## src/rtl/maze_pkg.sv

```systemverilog
// Shared encodings for the maze datapath: moves, error codes, checker states and cell content.
// The rat and the replay checker both import this package so the stream format stays in one place.
package maze_pkg;

  typedef enum logic [1:0] {
    MV_UP    = 2'b00,
    MV_RIGHT = 2'b01,
    MV_LEFT  = 2'b10,
    MV_DOWN  = 2'b11
  } move_t;

  typedef enum logic [1:0] {
    ERR_OOB    = 2'b00,
    ERR_WALL   = 2'b01,
    ERR_OVF    = 2'b10,
    ERR_NOGOAL = 2'b11
  } err_t;

  typedef enum logic [2:0] {
    ST_IDLE,
    ST_ACCEPT,
    ST_CHECK,
    ST_PASS,
    ST_FAIL
  } chk_state_t;

  localparam logic CELL_WALL = 1'b1;
  localparam logic CELL_OPEN = 1'b0;

endpackage

```

## src/rtl/maze_step.sv

```systemverilog
// Combinational single step: applies one move to a position, one bit wider than the
// coordinate so that both underflow below 0 and overflow past the edge show up in the top bit.
module maze_step
  import maze_pkg::*;
#(
  parameter int ADDR_W = 4
) (
  input  logic [ADDR_W-1:0] pos_x,
  input  logic [ADDR_W-1:0] pos_y,
  input  logic [1:0]        move,
  output logic [ADDR_W-1:0] next_x,
  output logic [ADDR_W-1:0] next_y,
  output logic              oob
);

  localparam logic [ADDR_W:0] ONE = (ADDR_W+1)'(1);

  logic [ADDR_W:0] ext_x;
  logic [ADDR_W:0] ext_y;

  // NOTE: every signal written in always_comb gets a default first, so no path can infer a latch.
  always_comb begin
    ext_x = {1'b0, pos_x};
    ext_y = {1'b0, pos_y};
    case (move_t'(move))
      MV_UP:    ext_y = {1'b0, pos_y} - ONE;
      MV_RIGHT: ext_x = {1'b0, pos_x} + ONE;
      MV_LEFT:  ext_x = {1'b0, pos_x} - ONE;
      MV_DOWN:  ext_y = {1'b0, pos_y} + ONE;
      default:  ;
    endcase
  end

  // -1 wraps to all ones and max+1 carries out; either way the extra bit is set.
  assign oob    = ext_x[ADDR_W] | ext_y[ADDR_W];
  assign next_x = ext_x[ADDR_W-1:0];
  assign next_y = ext_y[ADDR_W-1:0];

endmodule

```

## config.mk

```make
export PLATFORM = sky130hd
export DESIGN_NAME = maze_step
export DESIGN_NICKNAME = d
export VERILOG_FILES = /design/src/rtl/maze_pkg.sv /design/src/rtl/maze_step.sv
export SDC_FILE = /design/constraint.sdc
export NUM_CORES = 1
export LEC_CHECK = 0
export CAP_MARGIN = 10
export CORE_AREA = 2 2 39 41
export DETAILED_ROUTE_END_ITERATION = 7
export DIE_AREA = 0 0 41 43
export RECOVER_POWER = 100
export SLEW_MARGIN = 15
export SYNTH_ARGS = -nofsm -noshare
export SYNTH_HDL_FRONTEND = slang
export SYNTH_SLANG_ARGS = --single-unit
```

## constraint.sdc

```tcl
create_clock -name vclk -period 4.8
set_input_delay 0.96 -clock vclk [all_inputs]
set_output_delay 0.96 -clock vclk [all_outputs]
set_load 0.01 [all_outputs]
```

==> run_results.csv <==
group,metric,value,unit
finish,num-fill-cells,156,
setup_path,slowest_stage,"dlygate4sd3_1",
hold_path,hold_class,"in2out",
finish,clockBufferCount,0,
synth,syn-num-nets,67,
placement,dpl.hpwl,652,um
sta,rsz0062_at_grt,"false",
setup_path,cpMostUsedCell,"ha_1",
routing,drc,0,
flow_run,maxCapViolations,0,
routing,drtIter0Drc,3,
synth,syn_avg_cell_area,8.12,um2
finish,final_cell_mix,"10 x clkdlybuf4s50_1, 9 x dlygate4sd3_1, 7 x ha_1",
global_routing,gr-total-overflow,0,
clock_tree,postCtsSetupRepairBufs,0,
setup_path,crit_arrival,3510,ps
synth,yosys_warnings,0,
sta,setup_violations,0,
finish,diodes,0,
sta,fmax,0.224,GHz
finish,postLayoutCellArea,598,um2
setup_path,critPathRequiredTime,3840,ps
setup_path,worstPathMaxFanout,7,
finish,multi_input_area,373,um2
clock_tree,cts_hold_buf,0,
sta,relSlewSlack,70.2,%
die,io_pins,19,
placement,io_buffers,19,
global_routing,grt_max_degree,12,
routing,ant_nets,0,
routing,wl_per_cell,9.68,um
setup_path,path_cells,"clkdlybuf4s50_1 > inv_1 > ha_1 > xor2_1 > ha_1 > nor2b_2 > a22oi_1 > o32ai_1 > o221a_1 > dlygate4sd3_1",
power,power_density,130,nW/um2
die,std_cell_rows,14,
placement,place_ws,390,ps
routing,routed-via-count,401,
sta,period_needed,4470,ps
clock_tree,cts_resized,0,
global_routing,grt_pass1_vias,306,
die,die_w,41,um
finish,synthToLayoutAreaGrowth,50.3,%
finish,drive_gt1_share,7.58,%
global_routing,antenna_found_initial,0,
synth,yosysUniqueCellTypes,26,
power,p_leak,0.000259,uW
sta,finalSetupTns,0,ps
placement,placed_area,598,um2
routing,wl,794,um
power,max-vdd-ir-drop,43.0,uV
synth,ys_seq_area_share,0,%
sta,report.final.slew_viol_count,0,
global_routing,grtUsageTotal,9.51,%
finish,n_sequential_cell,0,
finish,final_common_cell,"clkdlybuf4s50_1",
synth,syn-cell-area,398,um2
sta,worst_pin_slew,447,ps
global_routing,grt_pass1_wl,1260,um
sta,fin_crit_sh,93.0,%
finish,seqCellArea,0,um2
die,start_util,28.8,%
routing,via_per_inst,4.89,
setup_path,crit_path_max_incr_delay,600,ps
synth,synth_cells,49,
setup_path,worstSetupStartpointType,"input port",
run_status,status,"finished, final reports clean",
setup_path,path_class,"in2out",
die,core-area,1380,um2
sta,fin_ws,334,ps
routing,drt_pass1_iterations,2,
sta,hold_viol_final,0,
die,die_h,43,um
setup_path,worstSetupEndpointType,"primary output",
finish,nets,86,
placement,place_congestion,0.580,
die,die-area,1760,um2
==> cell families (layout without fill, tap and decap cells) <==
| family | Yosys count | after routing | synth area share, % |
|---|---|---|---|
| and+or+nand+nor | 12 | 12 | 17.3 |
| AOI/OAI and AO/OA | 11 | 11 | 19.8 |
| adders and majority gates | 8 | 8 | 27.0 |
| xor gates and xnor gates | 8 | 8 | 17.6 |
| buffers and inverters | 6 | 23 | 6.29 |
| muxes | 4 | 4 | 11.9 |
==> critical path, delay by kind of cell <==
family / cells / cell delay, ps
XOR/XNOR: 1 / 200
AND/OR/NAND/NOR: 1 / 160
adder cells (fa/ha/maj): 2 / 510
AO/OA/AOI/OAI: 3 / 530
buffers and inverters: 3 / 1140
==> report_power, final <==
group	switching, uW	internal [uW]
Combinational	33.3	44.7
Sequential	0	0
Clock	0	0
Total	33.3	44.7
==> synth_stat cells <==
cell type / n / area (um2)
a211o_1: 1 / 8.76
a21o_1: 1 / 7.51
a21oi_1: 2 / 10.0
a21oi_2: 1 / 8.76
a22oi_1: 1 / 7.51
a31oi_1: 1 / 6.26
and2b_1: 1 / 7.51
buf_2: 2 / 10.0
fa_1: 1 / 20.0
ha_1: 7 / 87.6
inv_1: 4 / 15.0
mux2_2: 2 / 22.5
mux2_4: 1 / 15.0
mux2i_1: 1 / 10.0
nand2_1: 2 / 7.51
nand3_1: 1 / 5.00
nand4b_1: 1 / 8.76
nor2_1: 2 / 7.51
nor2b_1: 3 / 18.8
nor2b_2: 1 / 8.76
nor3_1: 1 / 5.00
o21ai_0: 2 / 10.0
o221a_1: 1 / 11.3
o32ai_1: 1 / 8.76
xnor2_1: 3 / 26.3
xor2_1: 5 / 43.8
==> stage by stage <==
step | utilization (%) | cells | hold WS, ps | power, uW
3_5_place_dp | 43.2 | 82 | 2980 | 83.8
4_1_cts | 43.2 | 82 | 2990 | 84.5
3_3_place_gp | 43.2 | 82 | 2990 | 83.2
2_1_floorplan | - | 49 | 2000 | 45.1
5_1_grt | 43.2 | 82 | 3140 | 86.8
6_report | 43.2 | 82 | 3100 | 78.0
==> cell type report <==
cell class / count / share of cell area, %
multi-input cells: 43 / 62.3
inverters: 4 / 2.51
repair buffers: 19 / 31.8
well taps: 16 / 3.35
==> final timing paths <==
| check | start | to | cells after the start | slack [ps] |
|---|---|---|---|---|
| hold / removal | pos_y[0] | next_y[0] | 3 | 3100 |
| setup / recovery | move[0] | oob | 10 | 330 |
==> metal layers <==
layer	vias up	global-route usage, %	part of all wire [%]
met1	177	12.4	44
li1	210	-	-
met2	14	16.9	48
met3	0	1.05	7.6
met5	-	0	0
met4	0	0	0
(Power assumes the default switching activity.)
